===== src/rtl/dff_pipe_pkg.sv =====
// Shared definitions for the dff_pipe delay line: parameter defaults,
// clock-edge encoding and the occupancy counter width helper.
package dff_pkg;

    localparam int DEF_WIDTH = 8;
    localparam int DEF_DEPTH = 4;

    // Edge-select encoding for the NEG_EDGE parameter
    localparam bit EDGE_POS = 1'b0;
    localparam bit EDGE_NEG = 1'b1;

    // Bits needed to hold an occupancy value 0..depth, never less than one
    function automatic int cnt_w(input int depth);
        int w;
        w = $clog2(depth + 1);
        return (w < 1) ? 1 : w;
    endfunction

endpackage


===== src/rtl/dff_pipe_if.sv =====
// Data/control bundle between a producer and the dff_pipe delay line.
// The master drives the word and its controls; the slave (the pipe)
// returns the delayed word, its complement, valid flag and occupancy.
interface dff_pipe_if import dff_pkg::*; #(
    parameter int WIDTH = DEF_WIDTH,
    parameter int DEPTH = DEF_DEPTH
) ();

    logic                      en;
    logic                      flush;
    logic [WIDTH-1:0]          d;
    logic                      d_valid;
    logic [WIDTH-1:0]          q;
    logic [WIDTH-1:0]          qn;
    logic                      q_valid;
    logic [cnt_w(DEPTH)-1:0]   count;

    modport master (
        output en, flush, d, d_valid,
        input  q, qn, q_valid, count
    );

    modport slave (
        input  en, flush, d, d_valid,
        output q, qn, q_valid, count
    );

endinterface


===== src/rtl/dff_pipe_stage.sv =====
// One pipeline stage: a WIDTH-bit data register plus its valid bit.
// Data follows en only; flush clears the valid bit but leaves data alone,
// since the contents of an invalid stage are never looked at.
module dff_stage import dff_pkg::*; #(
    parameter int               WIDTH     = DEF_WIDTH,
    parameter bit               NEG_EDGE  = EDGE_NEG,
    parameter logic [WIDTH-1:0] RESET_VAL = '0
) (
    input  logic             clk,
    input  logic             rst_n,
    input  logic             en,
    input  logic             flush,
    input  logic [WIDTH-1:0] d_in,
    input  logic             v_in,
    output logic [WIDTH-1:0] d_out,
    output logic             v_out
);

    generate
        if (NEG_EDGE == EDGE_NEG) begin : g_neg
            // Falling-edge stage register with immediate reset
            always_ff @(negedge clk or negedge rst_n) begin
                if (!rst_n) begin
                    d_out <= RESET_VAL;
                    v_out <= 1'b0;
                end else begin
                    if (en)
                        d_out <= d_in;
                    if (flush)
                        v_out <= 1'b0;
                    else if (en)
                        v_out <= v_in;
                end
            end
        end else begin : g_pos
            // Rising-edge stage register with immediate reset
            always_ff @(posedge clk or negedge rst_n) begin
                if (!rst_n) begin
                    d_out <= RESET_VAL;
                    v_out <= 1'b0;
                end else begin
                    if (en)
                        d_out <= d_in;
                    if (flush)
                        v_out <= 1'b0;
                    else if (en)
                        v_out <= v_in;
                end
            end
        end
    endgenerate

endmodule


===== src/rtl/dff_pipe.sv =====
// Stallable, flushable fixed-latency delay line of DEPTH stages.
// Words advance one stage per enabled active edge; the last stage drives
// q/q_valid directly, qn is its combinational complement and count tracks
// how many stages currently hold valid data.
module dff_pipe import dff_pkg::*; #(
    parameter int               WIDTH     = DEF_WIDTH,
    parameter int               DEPTH     = DEF_DEPTH,
    parameter bit               NEG_EDGE  = EDGE_NEG,
    parameter logic [WIDTH-1:0] RESET_VAL = '0
) (
    input logic       clk,
    input logic       rst_n,
    dff_pipe_if.slave bus
);

    localparam int CW = cnt_w(DEPTH);
    localparam logic [CW-1:0] CNT_ONE = CW'(1);

    logic [WIDTH-1:0] stage_d [DEPTH];
    logic             stage_v [DEPTH];
    logic [CW-1:0]    count_q;
    logic [CW-1:0]    count_nxt;
    logic             last_v;

    assign last_v = stage_v[DEPTH-1];

    generate
        for (genvar i = 0; i < DEPTH; i++) begin : g_stage
            logic [WIDTH-1:0] src_d;
            logic             src_v;
            if (i == 0) begin : g_head
                assign src_d = bus.d;
                assign src_v = bus.d_valid;
            end else begin : g_body
                assign src_d = stage_d[i-1];
                assign src_v = stage_v[i-1];
            end
            dff_stage #(
                .WIDTH     (WIDTH),
                .NEG_EDGE  (NEG_EDGE),
                .RESET_VAL (RESET_VAL)
            ) u_stage (
                .clk   (clk),
                .rst_n (rst_n),
                .en    (bus.en),
                .flush (bus.flush),
                .d_in  (src_d),
                .v_in  (src_v),
                .d_out (stage_d[i]),
                .v_out (stage_v[i])
            );
        end
    endgenerate

    // Occupancy rises when a valid word enters and falls when one leaves
    always_comb begin
        count_nxt = count_q;
        if (bus.flush)
            count_nxt = '0;
        else if (bus.en) begin
            if (bus.d_valid && !last_v)
                count_nxt = count_q + CNT_ONE;
            else if (!bus.d_valid && last_v)
                count_nxt = count_q - CNT_ONE;
        end
    end

    generate
        if (NEG_EDGE == EDGE_NEG) begin : g_cnt_neg
            // Occupancy register clocked on the same falling edge as the stages
            always_ff @(negedge clk or negedge rst_n) begin
                if (!rst_n)
                    count_q <= '0;
                else
                    count_q <= count_nxt;
            end
        end else begin : g_cnt_pos
            // Occupancy register clocked on the same rising edge as the stages
            always_ff @(posedge clk or negedge rst_n) begin
                if (!rst_n)
                    count_q <= '0;
                else
                    count_q <= count_nxt;
            end
        end
    endgenerate

    assign bus.q       = stage_d[DEPTH-1];
    assign bus.qn      = ~stage_d[DEPTH-1];
    assign bus.q_valid = last_v;
    assign bus.count   = count_q;

    // Occupancy can never exceed the number of stages
    always_ff @(posedge clk) begin
        if (rst_n)
            assert (int'(count_q) <= DEPTH);
    end

endmodule


===== src/flat_wrapper.sv =====
// flat-port wrapper written by rule: the top's interface ports become plain ports
module dff_pipe_flat import dff_pkg::*;
#(
    parameter int               WIDTH     = DEF_WIDTH,
    parameter int               DEPTH     = DEF_DEPTH,
    parameter bit               NEG_EDGE  = EDGE_NEG,
    parameter logic [WIDTH-1:0] RESET_VAL = '0
)
  (clk, rst_n, bus_en, bus_flush, bus_d, bus_d_valid, bus_q, bus_qn, bus_q_valid, bus_count);
  dff_pipe_if #(.WIDTH(WIDTH), .DEPTH(DEPTH)) bus_i ();
  input logic clk;
  input logic rst_n;
  input wire logic [$bits(bus_i.en)-1:0] bus_en;
  input wire logic [$bits(bus_i.flush)-1:0] bus_flush;
  input wire logic [$bits(bus_i.d)-1:0] bus_d;
  input wire logic [$bits(bus_i.d_valid)-1:0] bus_d_valid;
  output wire logic [$bits(bus_i.q)-1:0] bus_q;
  output wire logic [$bits(bus_i.qn)-1:0] bus_qn;
  output wire logic [$bits(bus_i.q_valid)-1:0] bus_q_valid;
  output wire logic [$bits(bus_i.count)-1:0] bus_count;
  assign bus_i.en = bus_en;
  assign bus_i.flush = bus_flush;
  assign bus_i.d = bus_d;
  assign bus_i.d_valid = bus_d_valid;
  assign bus_q = bus_i.q;
  assign bus_qn = bus_i.qn;
  assign bus_q_valid = bus_i.q_valid;
  assign bus_count = bus_i.count;
  dff_pipe #(.WIDTH(WIDTH), .DEPTH(DEPTH), .NEG_EDGE(NEG_EDGE), .RESET_VAL(RESET_VAL)) u_core (.clk(clk), .rst_n(rst_n), .bus(bus_i));
endmodule

===== config.mk =====
export PLATFORM = sky130hd
export DESIGN_NAME = dff_pipe_flat
export DESIGN_NICKNAME = d
export VERILOG_FILES = /design/src/rtl/dff_pipe_pkg.sv /design/src/rtl/dff_pipe_if.sv /design/src/rtl/dff_pipe_stage.sv /design/src/rtl/dff_pipe.sv /design/src/flat_wrapper.sv
export SDC_FILE = /design/constraint.sdc
export NUM_CORES = 1
export LEC_CHECK = 0
export CORE_MARGIN = 8
export CORE_UTILIZATION = 40
export CTS_CLUSTER_DIAMETER = 40
export DETAILED_ROUTE_END_ITERATION = 7
export GPL_ROUTABILITY_DRIVEN = 0
export PLACE_DENSITY = 0.67
export SLEW_MARGIN = 20
export SYNTH_ARGS = -nofsm -noshare
export SYNTH_HDL_FRONTEND = slang
export SYNTH_SLANG_ARGS = --single-unit
export TNS_END_PERCENT = 50

===== constraint.sdc =====
create_clock -name clk -period 4.2 [get_ports clk]
set_input_delay 0.84 -clock clk [delete_from_list [all_inputs] [get_ports clk]]
set_output_delay 0.84 -clock clk [all_outputs]
set_load 0.05 [all_outputs]

==> results of run 1 <==
## layout make-up
cell class | count | share of cell area, %
flip-flops and latches | 39 | 43.6
well taps | 48 | 2.68
clock buffers | 8 | 4.47
inverters | 10 | 1.68
repair buffers | 35 | 24.9
multi-input cells | 63 | 22.7
## placed cells by master (no fill, tap or decap), drive strengths merged, types with 2 or more instances in the layout
cell	n
o21ai	9
clkbuf	8
mux2i	4
buf	25
nand2	8
a21oi	2
mux2	24
inv	10
nor2	5
clkdlybuf4s50	10
dfrtn	39
nand3	2
## power breakdown
group | switching [W] | internal, W | leakage (nW)
clock network | 0.000113 | 0.000150 | 0.0515
logic | 0.000173 | 0.000167 | 0.477
registers | 0.0000356 | 0.000433 | 0.475
total | 0.000322 | 0.000750 | 1.00
## per-layer routing
| metal | routed length [um] | share of wire (%) |
|---|---|---|
| met1 | 1200 | 44 |
| met2 | 1400 | 51 |
| met3 | 93 | 3.4 |
| met4 | 34 | 1.2 |
| met5 | 0 | 0 |
## final timing paths
check	cells past startpoint	end	slack, ps
min	2	u_core.g_stage[3].u_stage.d_out[2]	430
max in group asynchronous	2	u_core.g_stage[1].u_stage.d_out[6]	1200
min in group asynchronous	1	u_core.g_stage[0].u_stage.d_out[4]	2500
min reg2reg	2	u_core.g_stage[3].u_stage.d_out[2]	430
max reg2reg	5	u_core.bus.count[2]	2660
max	6	u_core.bus.count[2]	110
## worst max-delay path, cell delays in order
cell and delay, ps:
clkdlybuf4s50_1 410, nor2b_1 150, fa_2 340, nand4bb_1 200, nand3_1 110, a21oi_1 60
## logic make-up (layout without fill, tap and decap cells)
group / Yosys count / in the layout
flip-flops: 39 / 39
multiplexers: 28 / 28
AND/OR/NAND/NOR: 20 / 20
buffers and inverters: 16 / 53
AO/OA/AOI/OAI: 13 / 13
adder cells (fa/ha/maj): 1 / 1
XOR/XNOR: 1 / 1
## through the flow
stage / setup WS, ps / power [W] / hold WS, ps / area, um^2 / util [%]
finish: 107 / 0.00107 / 428 / 2240 / 60.8
global route: 37.4 / 0.00112 / 465 / 2240 / 60.8
CTS: 53.1 / 0.00109 / 430 / 2240 / 60.7
detailed placement: -253 / 0.000821 / 430 / 2140 / 58.0
global placement: -205 / 0.000810 / 423 / 2140 / 58.0
floorplan: 227 / 0.000635 / 410 / 1550 / -
## flip-flops by register name, indices dropped and copies added (netlist names)
| register | count |
|---|---|
| u_core.g_stage.u_stage.v_out | 4 |
| u_core.bus.count | 3 |
| u_core.g_stage.u_stage.d_out | 32 |
==> out/qor.csv, run 1 <==
metric,value,unit
synthTopCellsByCount,"39 x dfrtn_1, 24 x mux2_2, 10 x inv_1",
regArea,976,um^2
placed_cells,195,
synthesis.area,1550,um^2
cp-start-kind,input pin,
dp_hpwl,2120,um
finalHoldViolCount,0,
vias_per_cell,4.74,
grt_max_degree,50,
rsz0062_at_grt,false,
crit_path_end_kind,register,
syn_area_per_cell,13.2,um^2
synth.most_common_cell,dfrtn_1,
cp.arrival,2110,ps
met3_usage,2.28,%
outcome,"finished, final reports clean",
die_w,78.3,um
power_density,479,nW/um^2
setup_tns,0,ps
critPathKind,in2reg,
htreeDepth,2,
post_cts_buffers,0,
wl_per_cell,13.4,um
synthCells,118,
synth_adder_area_share,1.29,%
synthFlopType,dfrtn_1,
drt_iter0_drc,80,
grt_use_met1,10.6,%
ios,33,
port_buffers,32,
clk_pin_slew,50,ps
setup_viol,0,
finalWirelength,2730,um
synth_top_area_share,62.8,%
cts_hold_buffers,0,
synth_compound_area_share,4.51,%
synth_top_family_by_area,multiplexers,
grt_use_total,9.40,%
r2r-start,u_core.g_stage[3].u_stage.v_out,
rows,22,
drive_above_1_share,36.8,%
die_h,78.3,um
diodes,0,
synth-seq-cells,39,
path_max_fanout,2,
yosysWarningCount,0,
grt_pass1_wl,4650,um
clk-insertion-delay-late,280,ps
grt_pass1_vias,992,
fillCellCount,304,
drc_errors,0,
fin_cells,203,
crit_path_start,bus_d_valid,
drtAntennaViolNets,0,
min-delay-start,u_core.g_stage[2].u_stage.d_out[2],
ys_seq_area_share,62.8,%
max_cap_viol_count,0,
cts_buffers,5,
final-max-slew-violation-count,0,
clock_path_buffers,2,
grt_overflow,0,
clockRootBuffer,clkbuf_8,
clock_skew,1.25,ps
synthToLayoutAreaGrowth,44.2,%
ir_drop,0.252,mV
hold_class,reg2reg,
cts.sinks,39,
busiest_layer,met2,
cts_tree,done,
relSlewSlack,67.3,%
first_pass_iters,4,
dieArea,6140,um^2
multi_input_area,509,um^2
muxShareOfSynthArea,20.0,%
syn_nets,132,
yosysTopAreaCell,dfrtn_1,
p_leak,1.00,nW
antenna_found_initial,0,
synth_xor_area_share,0.564,%
tightest_slew,491,ps
post_cts_resized,0,
synth.area.top_cells,"dfrtn_1 63%, mux2_2 17%, o21ai_0 2.9%, mux2i_1 2.6%, inv_1 2.4%",
fp.coreArea,3690,um^2
vias,963,
synth_cell_types,21,
synth_edf_count,0,
grtUsageMet2,16.1,%
start_util,42.1,%
cp_data_required_time,2220,ps
layout.nets,168,
synthArstFlopShare,100,%
synth-simple-area-share,6.28,%
Power figures use the tool's default switching activity.
==> inputs of run 2 (changes only) <==
--- a/config.mk
+++ b/config.mk
@@ -10,2 +10,3 @@
 export CTS_CLUSTER_DIAMETER = 40
+export CTS_CLUSTER_SIZE = 20
 export DETAILED_ROUTE_END_ITERATION = 7
@@ -13,2 +14,3 @@
 export PLACE_DENSITY = 0.67
+export SETUP_SLACK_MARGIN = 0.1
 export SLEW_MARGIN = 20
--- a/constraint.sdc
+++ b/constraint.sdc
@@ -3,2 +3,2 @@
 set_output_delay 0.84 -clock clk [all_outputs]
-set_load 0.05 [all_outputs]
+set_load 0.1 [all_outputs]
==> run 2 against run 1 <==
Register-to-register slack barely moved. Sequential share of layout area fell by 0.097 points. Sequential power barely moved. Flip-flop and latch count did not move. Cell count did not move. Clock skew did not move. Critical path depth fell by 5. Non-clock buffer count did not move. Clock-buffer cell count did not move. Die area did not move. Cell area rose by 0.22%. Critical path type is now reg2out. Largest cell class unchanged.
==> out/qor.csv, run 2 (same netlist as run 1, synthesis figures left out) <==
metric,value,unit,change
path_cells,buf_12,,was clkdlybuf4s50_1 > nor2b_1 > fa_2 > nand4bb_1 > nand3_1 > a21oi_1
cp_data_required_time,3360,ps,was 2220 ps
outcome,"finished, final reports clean",,unchanged
drtAntennaViolNets,0,,unchanged
grt_use_total,9.37,%,was 9.40%
layout_common_cells,"39 x dfrtn_1, 24 x mux2_2, 22 x buf_12",,unchanged
tightest_slew,492,ps,was 491 ps
synthToLayoutAreaGrowth,44.5,%,was 44.2%
grt_pass1_wl,4640,um,was 4650 um
cpPeakStageDelay,560,ps,was 410 ps
clk_pin_slew,50,ps,about the same
whs,428,ps,unchanged
cts.sinks,39,,unchanged
port_buffers,32,,unchanged
p_leak,1.01,nW,was 1.00 nW
top_layer_used,met4,,unchanged
dieArea,6140,um^2,unchanged
regToRegSetupSlack,2670,ps,was 2660 ps
rsz0062_at_grt,false,,unchanged
htreeDepth,2,,unchanged
grt_overflow,0,,unchanged
clockRootBuffer,clkbuf_8,,unchanged
relSlewSlack,67.2,%,was 67.3%
fin_area,2250,um^2,was 2240 um^2
antenna_found_initial,0,,unchanged
finalWirelength,2730,um,about the same
post_cts_buffers,0,,unchanged
path_max_fanout,6,,was 2
max_cap_viol_count,0,,unchanged
hold_class,reg2reg,,unchanged
power_density,531,nW/um^2,was 479 nW/um^2
largest-register,u_core.g_stage.u_stage.d_out,,unchanged
largest_reg_flops,32,,unchanged
clk-insertion-delay-late,280,ps,about the same
fillCellCount,305,,was 304
drc_errors,0,,unchanged
start_util,42.1,%,unchanged
diodes,0,,unchanged
layout.nets,168,,unchanged
cts_buffers,5,,unchanged
final_common_cell,dfrtn_1,,unchanged
ir_drop,0.256,mV,was 0.252 mV
fp.coreArea,3690,um^2,unchanged
met1_length,1200,um,about the same
grt_pass1_vias,988,,was 992
cp_top_family,flip-flops,,was simple AND/OR/NAND/NOR gates
die_w,78.3,um,unchanged
cts_tree,done,,unchanged
grt_max_degree,50,,unchanged
rows,22,,unchanged
drive_above_1_share,37.4,%,was 36.8%
met2WireLength,1400,um,about the same
finalHoldViolCount,0,,unchanged
critPathKind,reg2out,,was in2reg
cts_hold_buffers,0,,unchanged
final-max-slew-violation-count,0,,unchanged
clock_skew,1.25,ps,unchanged
vias,963,,unchanged
critPathSlowestCell,dfrtn_1,,was clkdlybuf4s50_1
vias_per_cell,4.74,,unchanged
fin_util,60.9,%,was 60.8%
ios,33,,unchanged
dp_hpwl,2120,um,unchanged
clock_path_buffers,2,,unchanged
crit_path_end_kind,output port,,was register
placed_cell_area,2140,um^2,unchanged
setup_viol,0,,unchanged
cp.arrival,3170,ps,was 2110 ps
wl_met3,93,um,unchanged
drt_iter0_drc,82,,was 80
die_h,78.3,um,unchanged
first_pass_iters,4,,unchanged
wl_per_cell,13.4,um,about the same
cp_num_buf_inv,1,,unchanged
cp-start-kind,register,,was input pin
[run 2: changes by cell type in the layout (fill, tap and decap cells not counted), sizes merged]
cell,delta
clkdlybuf4s50,-1
dlymetal6s2s,+1
[run 2: cell type report]
class	instances	area, um^2	share of cell area (%)
Clock buffer	8	100	4.46
Timing Repair Buffer	35	561	25.0
Sequential cell	39	976	43.5
Multi-Input combinational cell	63	512	22.8
Tap cell	48	60.1	2.67
Inverter	10	37.5	1.67
[run 2: worst paths after layout]
check,end,depth (start not counted),start
max in group asynchronous,u_core.g_stage[1].u_stage.d_out[6],2,rst_n
worst min register to register,u_core.g_stage[3].u_stage.d_out[2],2,u_core.g_stage[2].u_stage.d_out[2]
worst max register to register,u_core.bus.count[2],5,u_core.g_stage[3].u_stage.v_out
worst max-delay path,bus_q_valid,1,u_core.g_stage[3].u_stage.v_out
min in group asynchronous,u_core.g_stage[0].u_stage.d_out[4],1,rst_n
worst min-delay path,u_core.g_stage[3].u_stage.d_out[2],2,u_core.g_stage[2].u_stage.d_out[2]
[run 2: per-stage QoR]
| step | worst slack, ps | power (W) | cells | TNS (ps) |
|---|---|---|---|---|
| 3_5_place_dp | -253 | 0.000941 | 195 | -289 |
| 6_report | 194 | 0.00119 | 203 | 0 |
| 3_3_place_gp | -205 | 0.000930 | 195 | -206 |
| 2_1_floorplan | -374 | 0.000752 | 118 | -2990 |
| 5_1_grt | 145 | 0.00124 | 203 | 0 |
| 4_1_cts | 112 | 0.00121 | 203 | 0 |
[run 2: timing repair]
item                                    in CTS  in global routing
resized for setup                            1                  2
endpoints found under the setup margin       1                  1
hold endpoints to repair                     0                  0
pin swaps                                    1                  2
cloned                                       0                  0
[run 2: layer usage]
| layer | vias up | GRT usage, % |
|---|---|---|
| met5 | - | 0 |
| met4 | 0 | 5.00 |
| met3 | 4 | 2.28 |
| met2 | 21 | 16.0 |
| met1 | 474 | 10.6 |
| li1 | 464 | - |
[run 2: report_power, final]
part           switching, W  internal [W]
logic              0.000292      0.000169
clock network      0.000113      0.000150
registers         0.0000355      0.000433
total              0.000441      0.000751
==> inputs of run 3 (changes only) <==
- CTS_BUF_LIST: default -> sky130_fd_sc_hd__clkbuf_4
==> run 3 against run 2 <==
Clock skew hardly changed. Critical path depth rose by 5. Via count increased by 1.0%. Total power is 7.0% lower. Flip-flop and latch count unchanged. Sequential power about the same. Clock power decreased by 32%. Routed wire length grew 1.7%. Hold slack improved by 0.97 ps. Die area stayed put. Worst setup slack worse by 46 ps.
==> out/qor.csv, run 3 (same netlist as run 1, synthesis figures left out) <==
metric,value,unit,change
fp.coreArea,3690,um^2,unchanged
largest_reg_flops,32,,unchanged
cp-start-kind,input pin,,was register
drtAntennaViolNets,0,,unchanged
rsz0062_at_grt,true,,was false
clock_path_buffers,2,,unchanged
vias,973,,was 963
pwr-share-clk,16.1,%,was 22.1%
cts.sinks,39,,unchanged
regToRegSetupSlack,2620,ps,was 2670 ps
drc_errors,0,,unchanged
clockRootBuffer,clkbuf_4,,was clkbuf_8
setup_viol,0,,unchanged
crit_path_end_kind,register,,was output port
first_pass_iters,4,,unchanged
clock_skew,1.72,ps,was 1.25 ps
ir_drop,0.220,mV,was 0.256 mV
path_max_fanout,2,,was 6
die_h,78.3,um,unchanged
final-max-slew-violation-count,0,,unchanged
cp.arrival,2120,ps,was 3170 ps
clk-insertion-delay-late,320,ps,was 280 ps
layout_common_cells,"39 x dfrtn_1, 24 x mux2_2, 22 x buf_12",,unchanged
p_seq_share,42.2,%,was 39.3%
drt_iter0_drc,67,,was 82
htreeDepth,2,,unchanged
outcome,"finished, final reports clean",,unchanged
p_switching,0.000438,W,was 0.000441 W
fin_util,59.9,%,was 60.9%
internal-power,0.000670,W,was 0.000751 W
comb_power_share,41.6,%,was 38.6%
cts_buffers,5,,unchanged
hold_class,reg2reg,,unchanged
grt_overflow,0,,unchanged
max_cap_viol_count,0,,unchanged
cts_hold_buffers,0,,unchanged
finalWirelength,2770,um,was 2730 um
largest-register,u_core.g_stage.u_stage.d_out,,unchanged
layout.nets,169,,was 168
swShare,39.5,%,was 37.0%
wl_per_cell,13.6,um,was 13.4 um
vias_per_cell,4.77,,was 4.74
clk_pin_slew,70,ps,was 50 ps
fin_total_pwr,0.00111,W,was 0.00119 W
grt_pass1_wl,4680,um,was 4640 um
diodes,0,,unchanged
drive_above_1_share,37.2,%,was 37.4%
synthToLayoutAreaGrowth,42.1,%,was 44.5%
grt_use_total,9.54,%,was 9.37%
grt_max_degree,50,,unchanged
die_w,78.3,um,unchanged
grt_pass1_vias,982,,was 988
dieArea,6140,um^2,unchanged
rows,22,,unchanged
cp_data_required_time,2260,ps,was 3360 ps
final_common_cell,dfrtn_1,,unchanged
port_buffers,32,,unchanged
power_density,502,nW/um^2,was 531 nW/um^2
p_leak,0.994,nW,was 1.01 nW
tightest_slew,490,ps,was 492 ps
critPathKind,in2reg,,was reg2out
relSlewSlack,67.3,%,was 67.2%
fillCellCount,316,,was 305
dp_hpwl,2120,um,unchanged
cts_tree,done,,unchanged
finalHoldViolCount,0,,unchanged
ios,33,,unchanged
start_util,42.1,%,unchanged
antenna_found_initial,0,,unchanged
run 3: stage by stage:
stage	cells	instance area, um^2	setup TNS [ps]	hold WS, ps	setup slack [ps]
3_5_place_dp	195	2140	-289	430	-253
5_1_grt	204	2210	0	466	95.8
2_1_floorplan	118	1550	-2990	410	-374
6_report	204	2210	0	429	148
4_1_cts	203	2190	0	431	104
3_3_place_gp	195	2140	-206	423	-205
run 3: power by group through the flow:
| stage | registers, W | logic (W) | clock network, W |
|---|---|---|---|
| 6_report | 0.000468 | 0.000461 | 0.000179 |
| 5_1_grt | 0.000475 | 0.000479 | 0.000200 |
| 4_1_cts | 0.000469 | 0.000465 | 0.000186 |
| 3_5_place_dp | 0.000476 | 0.000465 | 0 |
| 3_3_place_gp | 0.000472 | 0.000459 | 0 |
| 2_1_floorplan | 0.000577 | 0.000175 | 0 |
run 3: worst paths after layout:
kind                                                            to  cells past startpoint                          startpoint
worst max-delay path                           u_core.bus.count[2]                      6                         bus_d_valid
worst min-delay path            u_core.g_stage[3].u_stage.d_out[2]                      2  u_core.g_stage[2].u_stage.d_out[2]
worst max register to register                 u_core.bus.count[2]                      6     u_core.g_stage[3].u_stage.v_out
worst min register to register  u_core.g_stage[3].u_stage.d_out[2]                      2  u_core.g_stage[2].u_stage.d_out[2]
max in group asynchronous       u_core.g_stage[1].u_stage.d_out[2]                      2                               rst_n
min in group asynchronous       u_core.g_stage[0].u_stage.d_out[4]                      1                               rst_n
run 3: area by class of cell:
class | count | area (um^2) | area share, %
multi-input cells | 63 | 517 | 23.4
inverters | 10 | 37.5 | 1.70
repair buffers | 36 | 566 | 25.6
clock buffers | 6 | 45.0 | 2.04
well taps | 48 | 60.1 | 2.72
flip-flops and latches | 39 | 976 | 44.2
clock inverters | 2 | 7.51 | 0.340
run 3: per-layer routing:
metal	global-route usage (%)	part of all wire [%]
met5	0	0
met4	4.44	1.9
met3	3.30	4.3
met2	16.0	51
met1	10.6	43
run 3: worst max-delay path: stages:
cell             delay [ps]
clkdlybuf4s50_1         420
nor2b_4                 140
fa_2                    350
nand4bb_1               200
nand3_1                 110
a21oi_1                  60
run 3: timing repair:
action / in CTS / in global routing
endpoints found under the setup margin: 0 / 1
gates resized for setup: 0 / 3
setup buffers: 0 / 1
==> RTL change, RTL diff (settings of run 3) <==
Change the package constant `DEF_DEPTH` from 4 to 2.
--- a/src/rtl/dff_pipe_pkg.sv
+++ b/src/rtl/dff_pipe_pkg.sv
@@ -3,7 +3,7 @@
 package dff_pkg;
 
     localparam int DEF_WIDTH = 8;
-    localparam int DEF_DEPTH = 4;
+    localparam int DEF_DEPTH = 2;
 
     // Edge-select encoding for the NEG_EDGE parameter
     localparam bit EDGE_POS = 1'b0;
Ports: changed (resized bus_count); port bits go from 33 to 32. The function was not compared with the original's and may differ.
==> RTL change against run 3 <==
  * Wire length fell by 34%
  * Synthesized cell count fell by 40%
  * Cell area decreased by 37%
  * Sequential cell count decreased by 19
  * Power down 45%
  * Setup slack better by 0.069 ns
  * Combinational power down 36%
  * Synthesized area down 46%
  * Register-to-register slack improved by 0.30 ns
  * Sequential share of layout area decreased by 8.4 points
  * Clock skew rose by 0.0016 ns
  * Core utilization increased by 11 points
  * Largest cell class is now buffers
==> RTL change: results (changes against run 3) <==
* Outcome: complete, no violations
* Multiplexer area fraction after synthesis at 17.1% (-2.9 points)
* H-tree levels at 1 (-1)
* NetSw at 260 uW (-41%)
* Hold path start: u_core.g_stage[0].u_stage.d_out[2]
* Area of the multi-input gates at 284 sq um (-45%)
* All-Layer GR Usage at 10.5% (+0.95 points)
* Sequential cell power at 230 uW (-51%)
* DRT met1 WL at 738 um (-38%)
* N_taps at 27 (-44%)
* Compound-Gate Fraction of Synth Area at 7.13% (+2.6 points)
* Largest register FFs at 16 (-50%)
* Internal Pwr Total at 354 uW (-47%)
* Xor and xnor area share after synthesis at 0% (-0.56 points)
* Largest net degree at the start of global routing at 21 (-58%)
* P&R area growth vs syn at 66.0%
* Hold Slack at 0.430 ns (+0.00104 ns)
* GRT met1 Usage at 11.6% (+0.96 points)
* Reg2reg path depth at 3 (-3)
* Non-clk bufs at 34 (-5.6%)
* Total CTS buffers at 3 (-2)
* Leakage at 0.649 nW (-35%)
* Total number of vias at 604 (-38%)
* Sequential cell area fraction in the yosys report at 59.4% (-3.4 points)
* First-pass GRT wire length at 2.90 mm (-38%)
* Reg2reg end: u_core.bus.count[0]
* Iter 0 DRT Violations at 5 (-93%)
* Synth top cells by count: dfrtn_1 (20), nand2_1 (9), inv_1 (8), o21ai_0 (8), mux2_2 (6)
* Pre-Repair DR Iteration Count at 2 (-2)
* Sequential cell area share at 35.8% (-8.4 points)
* Met2 wire length at 972 um (-31%)
* Vias in the first global route at 621 (-37%)
* Clk_lat worst skew at 0.29 ns (-0.03 ns)
* CP max stage delay at 0.47 ns (+0.05 ns)
* Met2 usage at 19.1% (+3.1 points)
* Critical path arrival at 3.14 ns (+1.02 ns)
* R2R Setup Slk at 2.92 ns (+0.30 ns)
* Adder-cell area share of the yosys netlist at 0% (-1.3 points)
* Clock network power at 88.8 uW (-50%)
* Share of post-route cells with drive strength above 1 at 33.0% (-4.2 points)
* Reg2reg start: u_core.g_stage[1].u_stage.v_out
* Top cells by area, synth: dfrtn_1 (59%), mux2_2 (8.0%), mux2_4 (5.3%)
* Slew headroom at 83.1% (+16 points)
* Delay-heaviest family, CP: flip-flops
* Clock skew at 0.00332 ns (+0.00160 ns)
* Synthesized Nets at 84 (-36%)
* Hpwl dp at 1.48 mm (-30%)
* Placed instance area at 1370 sq um (-36%)
* Slowest stage cell, crit path: dfrtn_1
* FFs & Latches at 20 (-49%)
* Hold endpoint: u_core.g_stage[1].u_stage.d_out[2]
[RTL change: per-stage QoR]
step / setup TNS (ns) / instances / setup WS [ns]
global route: 0 / 133 / 0.177
global placement: -0.114 / 129 / -0.0174
finish: 0 / 133 / 0.217
floorplan: -2.99 / 71 / -0.374
detailed placement: -0.282 / 129 / -0.0573
CTS: 0 / 133 / 0.209
[RTL change: worst max path at each step]
stage | cells after the start | endpoint | startpoint | slack (ns)
floorplan | 1 | bus_qn[5] | u_core.g_stage[1].u_stage.d_out[5] | -0.37
global placement | 3 | u_core.g_stage[0].u_stage.d_out[1] | bus_en | -0.02
detailed placement | 4 | u_core.bus.count[0] | bus_d_valid | -0.06
CTS | 2 | bus_qn[3] | u_core.g_stage[1].u_stage.d_out[3] | 0.21
global route | 2 | bus_qn[2] | u_core.g_stage[1].u_stage.d_out[2] | 0.18
finish | 2 | bus_qn[4] | u_core.g_stage[1].u_stage.d_out[4] | 0.22
